**config.mk**
```make
export PLATFORM = sky130hd
export DESIGN_NAME = bitwise_arbiter_flat
export DESIGN_NICKNAME = d
export VERILOG_FILES = /design/src/rtl/bitwise_arb_pkg.sv /design/src/rtl/bitwise_arbiter_if.sv /design/src/rtl/bitwise_unit.sv /design/src/rtl/bitwise_arbiter.sv /design/src/flat_wrapper.sv
export SDC_FILE = /design/constraint.sdc
export NUM_CORES = 1
export LEC_CHECK = 0
export ABC_CLOCK_PERIOD_IN_PS = 5200
export BUFFER_PORTS_ARGS = -buffer_cell sky130_fd_sc_hd__buf_2
export CORE_UTILIZATION = 56
export DETAILED_ROUTE_END_ITERATION = 10
export GPL_TIMING_DRIVEN = 0
export HOLD_SLACK_MARGIN = 0.1
export PLACE_DENSITY = 0.87
export SYNTH_ARGS = -nofsm -noshare
export SYNTH_HDL_FRONTEND = slang
export SYNTH_SLANG_ARGS = --single-unit
```
**constraint.sdc**
```tcl
create_clock -name clock -period 5.2 [get_ports clock]
set_clock_uncertainty 0.15 [all_clocks]
set_input_delay 0 -clock clock [delete_from_list [all_inputs] [get_ports clock]]
set_output_delay 0 -clock clock [all_outputs]
set_load 0.005 [all_outputs]
```
**src/rtl/bitwise_arb_pkg.sv**
```systemverilog
// Shared types for the two-port bitwise logic arbiter: op codes, FSM states, port ids.
package bitwise_arb_pkg;

    localparam int unsigned OP_W = 2;

    typedef enum logic [OP_W-1:0] {
        OP_AND = 2'b00,
        OP_OR  = 2'b01,
        OP_XOR = 2'b10,
        OP_NOR = 2'b11
    } op_e;

    typedef enum logic {
        ST_IDLE = 1'b0,
        ST_RESP = 1'b1
    } state_e;

    localparam logic PORT0 = 1'b0;
    localparam logic PORT1 = 1'b1;

endpackage

```
**src/rtl/bitwise_arbiter_if.sv**
```systemverilog
// Request/response bundle between the two requesters and the shared bitwise unit.
interface bitwise_arbiter_if #(
    parameter int unsigned WIDTH = 32,
    parameter int unsigned CNT_W = 16
);
    logic             req0_valid;
    logic             req0_ready;
    logic [1:0]       req0_op;
    logic [WIDTH-1:0] req0_a;
    logic [WIDTH-1:0] req0_b;

    logic             req1_valid;
    logic             req1_ready;
    logic [1:0]       req1_op;
    logic [WIDTH-1:0] req1_a;
    logic [WIDTH-1:0] req1_b;

    logic             resp_valid;
    logic             resp_id;
    logic [WIDTH-1:0] resp_data;
    logic             resp0_ready;
    logic             resp1_ready;
    logic [CNT_W-1:0] ops_done;

    modport master (
        output req0_valid, req0_op, req0_a, req0_b,
        output req1_valid, req1_op, req1_a, req1_b,
        output resp0_ready, resp1_ready,
        input  req0_ready, req1_ready,
        input  resp_valid, resp_id, resp_data, ops_done
    );

    modport slave (
        input  req0_valid, req0_op, req0_a, req0_b,
        input  req1_valid, req1_op, req1_a, req1_b,
        input  resp0_ready, resp1_ready,
        output req0_ready, req1_ready,
        output resp_valid, resp_id, resp_data, ops_done
    );

endinterface

```
**src/rtl/bitwise_unit.sv**
```systemverilog
// Combinational bitwise logic unit; XOR and NOR are derived from the shared AND/OR terms.
module bitwise_unit
    import bitwise_arb_pkg::*;
#(
    parameter int unsigned WIDTH = 32
) (
    input  op_e              op,
    input  logic [WIDTH-1:0] a,
    input  logic [WIDTH-1:0] b,
    output logic [WIDTH-1:0] y
);

    logic [WIDTH-1:0] and_v;
    logic [WIDTH-1:0] or_v;

    assign and_v = a & b;
    assign or_v  = a | b;

    always_comb begin
        y = and_v;
        unique case (op)
            OP_AND: y = and_v;
            OP_OR:  y = or_v;
            OP_XOR: y = or_v & ~and_v;
            OP_NOR: y = ~or_v;
            default: y = and_v;
        endcase
    end

endmodule

```
**src/rtl/bitwise_arbiter.sv**
```systemverilog
// Round-robin arbiter sharing one bitwise_unit between two requesters, with a held response.
module bitwise_arbiter
    import bitwise_arb_pkg::*;
#(
    parameter int unsigned WIDTH = 32,
    parameter int unsigned CNT_W = 16
) (
    input  logic            clock,
    input  logic            reset,
    bitwise_arbiter_if.slave bus
);

    state_e           state_q, state_d;
    logic             last_grant_q, last_grant_d;
    logic             id_q, id_d;
    op_e              op_q, op_d;
    logic [WIDTH-1:0] a_q, a_d;
    logic [WIDTH-1:0] b_q, b_d;
    logic [CNT_W-1:0] ops_done_q, ops_done_d;

    logic grant0, grant1;
    logic resp_fire, can_accept;
    logic ready0, ready1;

    // Grant is recomputed every cycle; ties go to the port not granted last.
    always_comb begin
        grant0     = bus.req0_valid & (~bus.req1_valid | (last_grant_q == PORT1));
        grant1     = bus.req1_valid & (~bus.req0_valid | (last_grant_q == PORT0));
        resp_fire  = (state_q == ST_RESP) &
                     ((id_q == PORT1) ? bus.resp1_ready : bus.resp0_ready);
        can_accept = (state_q == ST_IDLE) | resp_fire;
        ready0     = grant0 & can_accept;
        ready1     = grant1 & can_accept;
    end

    always_comb begin
        state_d      = state_q;
        last_grant_d = last_grant_q;
        id_d         = id_q;
        op_d         = op_q;
        a_d          = a_q;
        b_d          = b_q;
        ops_done_d   = ops_done_q;

        if (ready1) begin
            id_d         = PORT1;
            op_d         = op_e'(bus.req1_op);
            a_d          = bus.req1_a;
            b_d          = bus.req1_b;
            last_grant_d = PORT1;
            state_d      = ST_RESP;
        end else if (ready0) begin
            id_d         = PORT0;
            op_d         = op_e'(bus.req0_op);
            a_d          = bus.req0_a;
            b_d          = bus.req0_b;
            last_grant_d = PORT0;
            state_d      = ST_RESP;
        end else if (resp_fire) begin
            state_d = ST_IDLE;
        end

        if (resp_fire) begin
            ops_done_d = ops_done_q + CNT_W'(1);
        end
    end

    always_ff @(posedge clock or posedge reset) begin
        if (reset) begin
            state_q      <= ST_IDLE;
            last_grant_q <= PORT1;
            id_q         <= PORT0;
            op_q         <= OP_AND;
            a_q          <= '0;
            b_q          <= '0;
            ops_done_q   <= '0;
        end else begin
            state_q      <= state_d;
            last_grant_q <= last_grant_d;
            id_q         <= id_d;
            op_q         <= op_d;
            a_q          <= a_d;
            b_q          <= b_d;
            ops_done_q   <= ops_done_d;
        end
    end

    // Result is computed from the latched operands only, so no operand-to-output path exists.
    logic [WIDTH-1:0] result;

    bitwise_unit #(
        .WIDTH (WIDTH)
    ) u_unit (
        .op (op_q),
        .a  (a_q),
        .b  (b_q),
        .y  (result)
    );

    assign bus.req0_ready = ready0;
    assign bus.req1_ready = ready1;
    assign bus.resp_valid = (state_q == ST_RESP);
    assign bus.resp_id    = id_q;
    assign bus.resp_data  = result;
    assign bus.ops_done   = ops_done_q;

endmodule

```
**src/flat_wrapper.sv**
```systemverilog
// flat-port wrapper written by rule: the top's interface ports become plain ports
module bitwise_arbiter_flat import bitwise_arb_pkg::*;
#(
    parameter int unsigned WIDTH = 32,
    parameter int unsigned CNT_W = 16
)
  (clock, reset, bus_req0_valid, bus_req0_op, bus_req0_a, bus_req0_b, bus_req1_valid, bus_req1_op, bus_req1_a, bus_req1_b, bus_resp0_ready, bus_resp1_ready, bus_req0_ready, bus_req1_ready, bus_resp_valid, bus_resp_id, bus_resp_data, bus_ops_done);
  bitwise_arbiter_if #(.WIDTH(WIDTH), .CNT_W(CNT_W)) bus_i ();
  input  logic clock;
  input  logic reset;
  input wire logic [$bits(bus_i.req0_valid)-1:0] bus_req0_valid;
  input wire logic [$bits(bus_i.req0_op)-1:0] bus_req0_op;
  input wire logic [$bits(bus_i.req0_a)-1:0] bus_req0_a;
  input wire logic [$bits(bus_i.req0_b)-1:0] bus_req0_b;
  input wire logic [$bits(bus_i.req1_valid)-1:0] bus_req1_valid;
  input wire logic [$bits(bus_i.req1_op)-1:0] bus_req1_op;
  input wire logic [$bits(bus_i.req1_a)-1:0] bus_req1_a;
  input wire logic [$bits(bus_i.req1_b)-1:0] bus_req1_b;
  input wire logic [$bits(bus_i.resp0_ready)-1:0] bus_resp0_ready;
  input wire logic [$bits(bus_i.resp1_ready)-1:0] bus_resp1_ready;
  output wire logic [$bits(bus_i.req0_ready)-1:0] bus_req0_ready;
  output wire logic [$bits(bus_i.req1_ready)-1:0] bus_req1_ready;
  output wire logic [$bits(bus_i.resp_valid)-1:0] bus_resp_valid;
  output wire logic [$bits(bus_i.resp_id)-1:0] bus_resp_id;
  output wire logic [$bits(bus_i.resp_data)-1:0] bus_resp_data;
  output wire logic [$bits(bus_i.ops_done)-1:0] bus_ops_done;
  assign bus_i.req0_valid = bus_req0_valid;
  assign bus_i.req0_op = bus_req0_op;
  assign bus_i.req0_a = bus_req0_a;
  assign bus_i.req0_b = bus_req0_b;
  assign bus_i.req1_valid = bus_req1_valid;
  assign bus_i.req1_op = bus_req1_op;
  assign bus_i.req1_a = bus_req1_a;
  assign bus_i.req1_b = bus_req1_b;
  assign bus_i.resp0_ready = bus_resp0_ready;
  assign bus_i.resp1_ready = bus_resp1_ready;
  assign bus_req0_ready = bus_i.req0_ready;
  assign bus_req1_ready = bus_i.req1_ready;
  assign bus_resp_valid = bus_i.resp_valid;
  assign bus_resp_id = bus_i.resp_id;
  assign bus_resp_data = bus_i.resp_data;
  assign bus_ops_done = bus_i.ops_done;
  bitwise_arbiter #(.WIDTH(WIDTH), .CNT_W(CNT_W)) u_core (.clock(clock), .reset(reset), .bus(bus_i));
endmodule
```
# After elaboration in Yosys (flattened, before gate mapping)
# Index checks and enable logic that the tools add are counted.
# totals
regBits	85
ramBits	0
latchBits	0
input_bits	138
n_memories	0
elab_cells	44
rom_bits	0
# classes
div_mod_pow	0
add_sub_neg	1
bitwise_logic	17
order_cmp	0
eq_ne	3
mul	0
n_reduce_logical	3
n_mux	13
n_shift	0
# ops
op	n
32-bit 2-to-1 mux	4
32-bit one-hot mux with 4 select lines	1
32-bit bitwise AND	2
32-bit NOT	2
32-bit bitwise OR	1
16-bit by 1-bit adder with 16-bit output (second input constant)	1
1-bit 2-to-1 mux	6
1-bit bitwise AND	5
2-bit equality test (second input constant)	2
2-bit 2-to-1 mux	2
1-bit NOT	4
1-bit bitwise OR	3
3-bit nonzero test	1
2-bit by 1-bit equality test with 1-bit output (second input constant)	1
2-bit zero test	1
2-bit nonzero test	1

# Logic depth before layout (Yosys ltp)
# Gate-level depths: netlist of the first run.
# depth
depth_word	6
mapped_depth	6
ltp_nobuf	5

# Modules after synthesis
# A second synthesis of the first run with hierarchy kept.
# hier_totals
hier_cells	595
area_unflattened_um2	5980.7
# by_module_without_submodules
module	instances	cells_per_inst	seq_area_each_um2	area_each_um2
bitwise_arbiter	1	360	2128.3	3875.0
bitwise_unit	1	235	0.0	2105.8

# Worst setup path after synthesis of the first run
# Ideal clock, no wire load.
# synth_timing
kind	flip-flop to flip-flop
start	register u_core.id_q (netlist: u_core.bus.resp_id)
end	register u_core.op_q[0]
arrival_time_ps	1320
t_required_ps	4924
stages_incl_launch_ff	7
setup_time_ps	126
slack_ps	3604
n_path_buf	2
cell_sequence	dfrtp_1 mux2i_4 a21oi_4 buf_4 buf_4 nor2_1 a21oi_1
# synth_via
elab_chain_len	5
# synth_lines
item	line_no	text
start, declared	bitwise_arbiter.sv:15	logic id_q, id_d;
start signal, assigned	bitwise_arbiter.sv:80	id_q <= id_d;
1-bit 2-to-1 mux (*)	bitwise_arbiter.sv:30	((id_q == PORT1) ? bus.resp1_ready : bus.resp0_ready);
1-bit bitwise AND (*)	bitwise_arbiter.sv:29	resp_fire = (state_q == ST_RESP) &
1-bit bitwise OR (*)	bitwise_arbiter.sv:31	can_accept = (state_q == ST_IDLE) | resp_fire;
1-bit bitwise AND (on tied branches)	bitwise_arbiter.sv:33, bitwise_arbiter.sv:32	
2-bit 2-to-1 mux or 2-bit nonzero test (tied branches)	-	
end signal, assigned	bitwise_arbiter.sv:81	op_q <= op_d;
end, declared	bitwise_arbiter.sv:16	op_e op_q, op_d;
# Mark *: on every way between the ends. The rest lies on a longest branch, timed or not.
# A chain may end at the register's enable or synchronous reset.

# Worst setup path after layout of the first run
# layout_timing
start	register u_core.id_q (netlist: u_core.bus.resp_id)
end	register u_core.last_grant_q
# layout_via
elab_chain_len	5
# layout_lines
item	line_no	text
1-bit 2-to-1 mux (*)	bitwise_arbiter.sv:30	
1-bit bitwise AND (*)	bitwise_arbiter.sv:29	
1-bit bitwise OR (*)	bitwise_arbiter.sv:31	
1-bit bitwise AND (on tied branches)	bitwise_arbiter.sv:33, bitwise_arbiter.sv:32	
1-bit 2-to-1 mux or 2-bit nonzero test (tied branches)	-	
end signal, assigned	bitwise_arbiter.sv:79	last_grant_q <= last_grant_d;
end, declared	bitwise_arbiter.sv:14	logic last_grant_q, last_grant_d;
# Marked as above.

==> metrics.md, run 1 <==
| Metric | Value |
|---|---|
| Relative slew slack | `57.5%` |
| Peak VDD IR | `239 uV` |
| Number of fill cells | `602` |
| TNS Setup | `0 ns` |
| Worst path arrival time | `2.82 ns` |
| Comb power frac | `56.5%` |
| Top cells by area, synth | `dfrtp_1 (36%), ha_1 (14%), mux2i_1 (11%), a21oi_1 (8.5%), xor2_1 (5.4%)` |
| Final Cycle Share | `51.2%` |
| Root buf cell | `clkbuf_8` |
| Die area | `0.0109 mm2` |
| Synthesized area per cell | `9.31 um2` |
| Largest net degree at the start of global routing | `50` |
| Worst path bufs/invs | `2` |
| Startpoint Class | `register` |
| Clk pwr share | `12.8%` |
| Leak Pwr | `0.00442 uW` |
| IO Count | `190` |
| Area share of the largest cell type after synthesis | `35.7%` |
| Hold Startpoint | `bus_resp1_ready` |
| Compound-Gate Fraction of Synth Area | `13.1%` |
| Xor and xnor fraction of the mapped netlist area | `6.99%` |
| Post-route ant nets | `0` |
| WS Path Type | `register to register` |
| Hpwl dp | `11300 um` |
| Top Family by Delay on Critical Path | `buffers and inverters` |
| Initial antenna violation count | `1` |
| Switch Pwr | `1630 uW` |
| Reg-to-reg startpoint | `u_core.bus.resp_id$_DFFE_PP0P_` |
| Distinct cells, synth | `29` |
| H-tree depth | `3` |
| Synthesized Nets | `836` |
| Vias | `6119` |
| First-pass DRT Iterations | `5` |
| Most used cell, CP | `dlygate4sd3_1` |
| Power share of the sequential group | `30.7%` |
| Clock sinks | `85` |
| Cell Area, Synth | `0.00589 mm2` |
| Hold WS | `0.156 ns` |
| Critical Path Sink Type | `register` |
| Slowest CP cell | `dlygate4sd3_1` |
| Post-Synth Adder-Cell Area | `13.8%` |
| Hold Path Class | `primary input to register` |
| Worst-path clk slew | `0.10 ns` |
| Tightest Pin Transition | `0.638 ns` |
| Vias in the first global route | `6475` |
| Share of cells above drive strength 1 | `24.8%` |
| CP required | `5.35 ns` |
| DRT Wirelength | `20200 um` |
| Cell count after synthesis | `633` |
| Final slew viol count | `0` |
| Row count | `37` |
| Initial Utilization | `57.3%` |
| Internal power | `2020 uW` |
| Post-synthesis simple-gate area fraction | `10.6%` |
| CP max stage delay | `0.66 ns` |
| FF+latch count, synth | `85` |
| DR vias/cell | `5.48` |
| I/O Buffers | `189` |
| GR Util All Layers | `37.2%` |
| CTS tree | `done` |
| Max-cap violations | `0` |
| Yosys warning count | `0` |
| Largest family of logic cells by synthesized area | `adder cells` |
| CP Launch Point | `u_core.bus.resp_id$_DFFE_PP0P_` |
| CTS max path bufs | `2` |
| Global-route wire length before repair | `31700 um` |
| Grt total ovfl | `0` |
| Achievable Freq | `0.375 GHz` |
| Die H | `105 um` |
| Die width | `105 um` |
| Power density over the cells | `424 mW/mm2` |
| Area grow syn2layout | `46.5%` |
| Layout Cells excl Fill | `1116` |
| Setup violators final | `0` |
| Max FO, Critical Path | `6` |
| Core Util, Final | `84.0%` |
| TritonCTS buffer count | `9` |
| PnR Total Power | `3660 uW` |
| Final hold vios | `0` |
| CP cell instances | `mux2i_4 > dlygate4sd3_1 > nand2_1 > a21oi_1 > a31oi_1 > dlygate4sd3_1` |
| GPL Wtd Cong | `0.817` |
| RSZ-0062 raised after global routing | `false` |
| Area leader, netlist | `dfrtp_1` |
| Post-synthesis mux area share | `11.8%` |
| Status | `completed` |
| Final min period | `2.66 ns` |
| Core box area | `0.0103 mm2` |
| Fin nets | `1177` |
| Sw Share | `44.7%` |
| DRC viols | `0` |
| Drt wl/cell | `18.1 um` |
| Clk_lat worst skew | `0.37 ns` |
| Inst Count DP | `959` |
| Sequential area share after synthesis | `36.1%` |
| Starting DRT DRC Count | `392` |
## power by group through the flow
stage | combinational [uW] | clock (uW) | sequential, uW
floorplan | 1180 | 0 | 1070
global placement | 1720 | 0 | 1110
detailed placement | 1790 | 0 | 1120
CTS | 1950 | 469 | 1110
global route | 2270 | 494 | 1150
finish | 2060 | 470 | 1120
## metrics by stage
stage               setup slack (ns)  instance area, um2
floorplan                       2.86                5890
finish                          2.54                8630
detailed placement              3.35                7040
CTS                             2.59                8630
global route                    2.46                8630
global placement                1.84                7010
## cell families after synthesis
| kind of cell | count (synthesis) |
|---|---|
| AO/OA/AOI/OAI | 135 |
| AND/OR/NAND/NOR | 129 |
| buffers and inverters | 104 |
| flip-flops | 85 |
| multiplexers | 68 |
| adder cells (fa/ha/maj) | 65 |
| XOR/XNOR | 47 |
## path summary, 6_finish.rpt
kind	to	slack, ns	cells past startpoint
worst max register to register	u_core.last_grant_q$_DFFE_PP1P_	2.54	6
worst min register to register	u_core.bus.ops_done[15]$_DFFE_PP0P_	0.32	1
max in group asynchronous	u_core.b_q[13]$_DFFE_PP0P_	3.64	5
min in group asynchronous	u_core.bus.ops_done[2]$_DFFE_PP0P_	0.64	4
worst max-delay path	u_core.last_grant_q$_DFFE_PP1P_	2.54	6
worst min-delay path	u_core.bus.ops_done[9]$_DFFE_PP0P_	0.16	4
## worst reg2reg max path: stages, from the launching register on
cell and delay, ns:
dfrtp_1 0.46, mux2i_4 0.40, dlygate4sd3_1 0.66, nand2_1 0.15, a21oi_1 0.18, a31oi_1 0.05
dlygate4sd3_1 0.56
## flip-flops by register name, indices dropped and copies added (netlist names)
| signal | count |
|---|---|
| u_core.a_q | 32 |
| u_core.b_q | 32 |
| u_core.bus.ops_done | 16 |
| u_core.bus.resp_id | 1 |
| u_core.bus.resp_valid | 1 |
| u_core.last_grant_q | 1 |
| u_core.op_q | 2 |
## layout make-up
class / count / area, um2 / area share (%)
Antenna cell: 1 / 2.50 / 0.0290
Buffer: 39 / 203 / 2.35
Clock buffer: 9 / 124 / 1.43
Clock inverter: 7 / 66.3 / 0.768
Inverter: 65 / 246 / 2.86
Multi-Input combinational cell: 444 / 3320 / 38.4
Sequential cell: 85 / 2130 / 24.7
Tap cell: 136 / 170 / 1.97
Timing Repair Buffer: 330 / 2370 / 27.5
## placed cells by master, fill, tap and decap left out
cell type	count
buf_2	210
dlygate4sd3_1	140
a21oi_1	100
dfrtp_1	84
nor2_1	72
mux2i_1	66
ha_1	65
inv_1	64
xor2_1	36
nor2b_1	32
a211oi_1	32
xnor2_1	11
clkbuf_1	10
clkbuf_8	9
buf_4	8
nand3_1	7
nand2_1	5
and3_1	3
nand4_1	3
inv_8	3
nand2b_1	2
clkinvlp_4	2
inv_6	2
diode_2	1
mux2i_4	1
a21oi_4	1
a21boi_2	1
and2_1	1
inv_4	1
a31oi_1	1
nor4_4	1
mux2_2	1
nand3b_1	1
or2_2	1
nor4b_1	1
buf_16	1
dfstp_2	1
## metal layers
layer,track usage (%),up-vias,wire length (um)
met2,67.0,363,10400
met3,7.24,86,1470
met4,20.9,0,866
met5,0,-,0
li1,-,2792,-
met1,40.9,2878,7450
## synthesized netlist by cell type
master and count:
a21oi_1 100, buf_4 8, inv_1 65, and3_1 3, nand3b_1 1, and2_1 1
dfrtp_1 84, ha_1 65, clkbuf_1 10, a31oi_1 1, nand4_1 3, a21boi_2 1
mux2_2 1, nand3_1 7, or2_2 1, mux2i_4 1, nand2_1 5, nor2_1 72
a21oi_4 1, xnor2_1 11, dfstp_2 1, nand2b_1 2, buf_2 21, nor2b_1 32
a211oi_1 32, nor4_4 1, mux2i_1 66, nor4b_1 1, xor2_1 36
## what timing repair did
item / CTS / global route
setup buffers: 0 / 0
hold buffers: 140 / 0
gates resized for setup: 0 / 0
endpoints found under the hold margin: 156 / 0
setup endpoints to repair: 0 / 0
Note: power is estimated with default switching activity, not from simulation.
==> run 2: changes to the inputs <==
- ABC_CLOCK_PERIOD_IN_PS: 5200 -> 2700
- CORE_UTILIZATION: 56 -> 52
- PLACE_DENSITY: 0.87 -> 0.81
- clock period: 5.2 -> 2.7 ns (I/O delays scaled with it)
==> run 2 against run 1 <==
Against the previous run:
- clock power grew to 2.7 times the previous value
- final cell count is 0.36% higher
- utilization fell by 4.0 points
- total power is 100% higher
- critical path depth unchanged
- critical endpoint is now bus_resp_data[23]
==> metrics.md, run 2 (synthesized netlist as in run 1, its figures left out) <==
| Metric | Value |
|---|---|
| Post-route ant nets | `0 (unchanged)` |
| TritonCTS buffer count | `9 (unchanged)` |
| Relative slew slack | `54.9% (-2.5 points)` |
| GPL Wtd Cong | `0.793 (-3.0%)` |
| DR vias/cell | `5.53 (+0.78%)` |
| IO Count | `190 (unchanged)` |
| Max FO, Critical Path | `10 (+4)` |
| Most frequent cells in the layout | `buf_2 (210), dlygate4sd3_1 (139), a21oi_1 (100)` |
| PnR Total Power | `7430 uW (+100%)` |
| Global-route wire length before repair | `31300 um (-1.3%)` |
| Startpoint Class | `register` |
| GR Util All Layers | `35.4% (-1.8 points)` |
| Metal3 WL | `1370 um (-6.7%)` |
| Final hold vios | `0 (unchanged)` |
| Clock sinks | `85 (unchanged)` |
| Core box area | `0.0109 mm2 (+6.4%)` |
| WS Path Type | `register to output port` |
| Max layer used | `met4` |
| Most common cell after layout, fill and taps aside | `buf_2` |
| Achievable Freq | `0.400 GHz` |
| Hpwl dp | `11400 um (+0.70%)` |
| Area after DPL | `0.00704 mm2 (about the same)` |
| Drt wl/cell | `18.0 um (-0.37%)` |
| Final Cycle Share | `92.6%` |
| I/O Buffers | `189 (unchanged)` |
| Post-route cell area | `0.00874 mm2 (+1.3%)` |
| DRT Wirelength | `20200 um (about the same)` |
| Vias in the first global route | `6465 (-0.15%)` |
| Die H | `108 um (+3.7%)` |
| Initial antenna violation count | `0 (-1)` |
| Final min period | `2.50 ns` |
| TNS Setup | `0 ns (unchanged)` |
| Setup violators final | `0 (unchanged)` |
| Final slew viol count | `0 (unchanged)` |
| CP required | `2.55 ns (-2.80 ns)` |
| Fin nets | `1177 (unchanged)` |
| CTS-repair resized insts | `0 (unchanged)` |
| Wl on met1 | `7640 um (+2.5%)` |
| First-pass DRT Iterations | `5 (unchanged)` |
| Layout Cells excl Fill | `1120 (+0.36%)` |
| Power density over the cells | `850 mW/mm2 (+100%)` |
| Hold Path Class | `primary input to async pin` |
| Starting DRT DRC Count | `318 (-19%)` |
| Met2 WL | `10300 um (-1.2%)` |
| Area grow syn2layout | `48.4%` |
| H-tree depth | `3 (unchanged)` |
| Number of fill cells | `715 (+19%)` |
| Inst Count DP | `963 (+0.42%)` |
| Critical Path Sink Type | `output port` |
| Initial Utilization | `53.9% (-3.5 points)` |
| Status | `completed` |
| Leak Pwr | `0.00448 uW (+1.3%)` |
| Grt total ovfl | `0 (unchanged)` |
| Root buf cell | `clkbuf_16` |
| Peak VDD IR | `513 uV (+110%)` |
| Worst-path clk slew | `0.06 ns (-0.04 ns)` |
| CTS max path bufs | `2 (unchanged)` |
| Worst path arrival time | `2.35 ns (-0.47 ns)` |
| CTS tree | `done` |
| Tightest Pin Transition | `0.676 ns (+0.0379 ns)` |
| Max-cap violations | `0 (unchanged)` |
| Clk_lat worst skew | `0.34 ns (-0.03 ns)` |
| Share of cells above drive strength 1 | `24.9% (+0.10 points)` |
| DRC viols | `0 (unchanged)` |
| RSZ-0062 raised after global routing | `false` |
| Row count | `38 (+2.7%)` |
| Die width | `108 um (+3.7%)` |
| Largest net degree at the start of global routing | `45 (-10%)` |
| Die area | `0.0118 mm2 (+7.5%)` |
| Vias | `6189 (+1.1%)` |
## run 2: through the flow
stage	utilization, %	worst slack [ns]	hold slack (ns)
6_report	80.0	0.200	0.115
5_1_grt	79.9	0.171	0.152
4_1_cts	79.9	0.0706	0.133
3_5_place_dp	64.4	0.846	-0.0526
3_3_place_gp	64.1	-0.744	0.0537
2_1_floorplan	-	0.358	-0.0871
## run 2: critical path: stages (launching register included)
cell and delay (ns):
dfrtp_1 0.34, clkbuf_1 0.29, clkbuf_1 0.57, nor2b_1 0.18, a211oi_1 0.36, a21oi_1 0.09
buf_2 0.17
## run 2: cell type report
class,instances,area [um2],area share [%]
Antenna cell,1,2.50,0.0286
Buffer,39,203,2.32
Clock buffer,9,225,2.58
Clock inverter,7,73.8,0.844
Inverter,65,246,2.82
Multi-Input combinational cell,444,3320,37.9
Sequential cell,85,2130,24.3
Tap cell,140,175,2.00
Timing Repair Buffer,330,2370,27.1
## run 2: metal layers
layer / vias to the layer above / GRT usage [%]
li1: 2796 / -
met2: 324 / 63.3
met4: 0 / 21.1
met1: 2967 / 37.9
met5: - / 0
met3: 102 / 7.90
## run 2: final timing paths
kind | from | to | slack (ns) | cells after the start
worst max register to register | u_core.bus.resp_id$_DFFE_PP0P_ | u_core.last_grant_q$_DFFE_PP1P_ | 0.24 | 6
worst min-delay path | reset | u_core.bus.resp_id$_DFFE_PP0P_ | 0.12 | 3
worst max-delay path | u_core.op_q[1]$_DFFE_PP0P_ | bus_resp_data[23] | 0.20 | 6
min in group clock | u_core.bus.ops_done[15]$_DFFE_PP0P_ | u_core.bus.ops_done[15]$_DFFE_PP0P_ | 0.32 | 1
max in group asynchronous | reset | u_core.last_grant_q$_DFFE_PP1P_ | 1.63 | 4
worst min register to register | u_core.bus.ops_done[15]$_DFFE_PP0P_ | u_core.bus.ops_done[15]$_DFFE_PP0P_ | 0.32 | 1
## run 2: what timing repair did
item	CTS	global route
endpoints found under the setup margin	0	1
endpoints found under the hold margin	155	0
hold buffers	139	0
buffers inserted	0	1
## run 2: power breakdown
part | leakage [uW] | internal, uW | total [uW] | switching, uW
clock | 0.000146 | 722 | 1270 | 548
sequential | 0.000967 | 1730 | 2180 | 449
combinational | 0.00336 | 1820 | 3990 | 2170
total | 0.00448 | 4270 | 7430 | 3160
==> run 3: changes to the inputs <==
- ABC_CLOCK_PERIOD_IN_PS: 2700 -> 3100
- CORE_UTILIZATION: 52 -> 56
- PLACE_DENSITY: 0.81 -> 0.87
- SLEW_MARGIN: not set -> 20
- SYNTH_HIERARCHICAL: not set -> 1
- clock period: 2.7 -> 3.1 ns (I/O delays scaled with it)
==> run 3 against run 2 <==
Against the previous run:
- clock-buffer cell count is 1 higher
- worst setup slack better by 0.29 ns
- synthesized cell count shrank 6.0%
- routed wire length shrank 2.4%
- via count down 4.5%
- die area decreased by 5.7%
- area after synthesis is 1.5% higher
- clock power decreased by 34%
- first-iteration DRC count fell by 12%
- critical path depth stayed put
- critical path type is now register to register
- critical endpoint is now u_core/last_grant_q$_DFFE_PP1P_
- largest power group unchanged
==> metrics.md, run 3 <==
| Metric | Value |
|---|---|
| Distinct cells, synth | `32 (+10%)` |
| DRC viols | `0 (unchanged)` |
| CP required | `3.25 ns (+0.70 ns)` |
| Final Cycle Share | `84.1%` |
| Largest net degree at the start of global routing | `62 (+38%)` |
| CTS tree | `done` |
| Compound-Gate Fraction of Synth Area | `6.13% (-7.0 points)` |
| Status | `completed` |
| Post-synthesis mux area share | `22.2% (+10 points)` |
| Peak VDD IR | `462 uV (-10%)` |
| Max FO, Critical Path | `6 (-4)` |
| R2r endpoint | `u_core/last_grant_q$_DFFE_PP1P_` |
| Largest family of logic cells by synthesized area | `multiplexers` |
| Worst-path clk slew | `0.10 ns (+0.04 ns)` |
| IO Count | `190 (unchanged)` |
| Die area | `0.0111 mm2 (-5.7%)` |
| ANT cells | `0 (-1)` |
| Relative slew slack | `57.8% (+2.9 points)` |
| Global-route wire length before repair | `31600 um (+0.99%)` |
| Setup WS post-layout | `0.492 ns (+0.292 ns)` |
| Share of cells above drive strength 1 | `25.9% (+1.0 points)` |
| Yosys warning count | `6 (+6)` |
| Most common cell after layout, fill and taps aside | `buf_2` |
| Most frequent cell after synthesis | `mux2i_1` |
| Max-cap violations | `0 (unchanged)` |
| Clock sinks | `85 (unchanged)` |
| Tightest Pin Transition | `0.628 ns (-0.0481 ns)` |
| Root buf cell | `clkbuf_8` |
| Cell depth of the worst flop-to-flop path | `6 (unchanged)` |
| Synth top cells by count | `mux2i_1 (130), dfrtp_1 (84), nor2_1 (69)` |
| Async set or reset register ratio after synthesis | `100% (unchanged)` |
| Number of fill cells | `522 (-27%)` |
| Power density over the cells | `738 mW/mm2 (-13%)` |
| RSZ-0062 raised after global routing | `false` |
| Drt wl/cell | `18.3 um (+1.5%)` |
| Core Util, Final | `84.6% (+4.7 points)` |
| Area grow syn2layout | `46.1%` |
| Hold Path Stages | `4` |
| Cell count after synthesis | `595 (-6.0%)` |
| Starting DRT DRC Count | `279 (-12%)` |
| PnR Total Power | `6440 uW (-13%)` |
| Post-route ant nets | `0 (unchanged)` |
| Critical Path Sink Type | `register` |
| Core box area | `0.0103 mm2 (-5.6%)` |
| Startpoint Class | `register` |
| Initial antenna violation count | `1 (+1)` |
| Clk_lat worst skew | `0.37 ns (+0.03 ns)` |
| Hpwl dp | `11200 um (-2.1%)` |
| Vias | `5910 (-4.5%)` |
| Area leader, netlist | `dfrtp_1` |
| Most frequent cells in the layout | `buf_2 (204), dlygate4sd3_1 (140), mux2i_1 (130)` |
| Reg-to-reg startpoint | `u_core/bus.resp_id$_DFFE_PP0P_` |
| Vias in the first global route | `6643 (+2.8%)` |
| Fin nets | `1139 (-3.2%)` |
| Post-synthesis simple-gate area fraction | `6.86% (-3.7 points)` |
| Multi-input gate area | `0.00333 mm2 (+0.30%)` |
| Hold Path Class | `primary input to register` |
| DRT Wirelength | `19700 um (-2.4%)` |
| Final slew viol count | `0 (unchanged)` |
| Synthesized area per cell | `10.1 um2 (+8.0%)` |
| Row count | `37 (-2.6%)` |
| Setup violators final | `0 (unchanged)` |
| Die H | `105 um (-2.9%)` |
| Synthesized Nets | `798 (-4.5%)` |
| GPL Wtd Cong | `0.779 (-1.7%)` |
| Initial Utilization | `57.9% (+4.0 points)` |
| CTS max path bufs | `2 (unchanged)` |
| Top cells by area, synth | `dfrtp_1 (35%), mux2i_1 (22%), ha_1 (14%), a21oi_1 (5.7%), xor2_1 (5.0%)` |
| Number of flops mapped to enable cells by yosys | `0 (unchanged)` |
| H-tree depth | `3 (unchanged)` |
| Hold WS | `0.175 ns (+0.0595 ns)` |
| DR vias/cell | `5.49 (-0.70%)` |
| Hold Startpoint | `bus_resp0_ready` |
| Sequential area share after synthesis | `35.6% (-0.53 points)` |
| TritonCTS buffer count | `9 (unchanged)` |
| GR Util All Layers | `37.1% (+1.7 points)` |
| Postcts setup bufs | `0 (unchanged)` |
| Achievable Freq | `0.383 GHz` |
| Xor and xnor fraction of the mapped netlist area | `6.88% (-0.10 points)` |
| Worst slack, placed | `1.15 ns (+0.302 ns)` |
| Grt total ovfl | `0 (unchanged)` |
| Cell Area, Synth | `0.00598 mm2 (+1.5%)` |
| FF+latch count, synth | `85 (unchanged)` |
| Final min period | `2.61 ns` |
| Final hold vios | `0 (unchanged)` |
| WS Path Type | `register to register` |
| Top FF cell, synth | `dfrtp_1` |
| Worst path arrival time | `2.76 ns (+0.41 ns)` |
| Worst reg-to-reg setup slack | `0.49 ns (+0.25 ns)` |
| Leak Pwr | `0.00472 uW (+5.5%)` |
| TNS Setup | `0 ns (unchanged)` |
| Area share of the largest cell type after synthesis | `35.1% (-0.52 points)` |
| I/O Buffers | `189 (unchanged)` |
| FF+latch area | `0.00213 mm2 (unchanged)` |
| First-pass DRT Iterations | `5 (unchanged)` |
| Die width | `105 um (-2.9%)` |
| Post-Synth Adder-Cell Area | `13.6% (-0.20 points)` |
| Hold Crit Endpoint | `u_core/bus.ops_done[0]$_DFFE_PP0P_` |
## run 3: cells by family after synthesis
logic type                 Yosys count
DFF                                 85
xor gates and xnor gates            47
and+or+nand+nor                     97
adders and majority gates           65
buffers and inverters               98
AOI/OAI and AO/OA                   71
muxes                              132
## run 3: metal layers
metal	vias to the layer above	global-route usage, %	part of all wire [%]
met3	112	7.54	6.0
li1	2662	-	-
met4	2	25.4	5.9
met1	2819	37.9	36
met2	315	67.8	52
met5	-	0	0.066
## run 3: critical path, stage by stage, from the launching register on
cell and delay [ns]:
dfrtp_1 0.42, mux2i_2 0.41, dlygate4sd3_1 0.62, nand2_1 0.14, a21oi_1 0.18, a31oi_1 0.05
dlygate4sd3_1 0.57
## run 3: final cells by class
cell class,count,share of cell area (%)
flip-flops and latches,85,24.4
clock inverters,6,0.816
well taps,136,1.95
multi-input cells,412,38.1
plain buffers,32,3.16
repair buffers,330,27.2
clock buffers,10,1.58
inverters,66,2.86
## run 3: power breakdown
part / switching [uW] / leakage, uW / internal (uW)
clock: 443 / 0.0000991 / 400
sequential: 378 / 0.000972 / 1500
combinational: 1920 / 0.00365 / 1810
total: 2740 / 0.00472 / 3710
## run 3: how the worst max path moves through the flow
stage	startpoint	endpoint	depth (start not counted)
finish	u_core/bus.resp_id$_DFFE_PP0P_	u_core/last_grant_q$_DFFE_PP1P_	6
global route	u_core/bus.resp_id$_DFFE_PP0P_	u_core/last_grant_q$_DFFE_PP1P_	6
CTS	u_core/bus.resp_id$_DFFE_PP0P_	u_core/last_grant_q$_DFFE_PP1P_	6
detailed placement	u_core/bus.resp_id$_DFFE_PP0P_	u_core/b_q[14]$_DFFE_PP0P_	5
global placement	reset	u_core/b_q[22]$_DFFE_PP0P_	2
floorplan	reset	u_core/a_q[0]$_DFFE_PP0P_	1
## run 3: metrics by stage
stage               cell area, um2  instances
floorplan                     5980        595
global placement              7100        920
detailed placement            7130        921
CTS                           8740       1077
global route                  8740       1077
finish                        8740       1077
## run 3: repair_timing
item / CTS / global route
resized for setup: 0 / 0
hold endpoints to repair: 153 / 0
hold buffers: 140 / 0
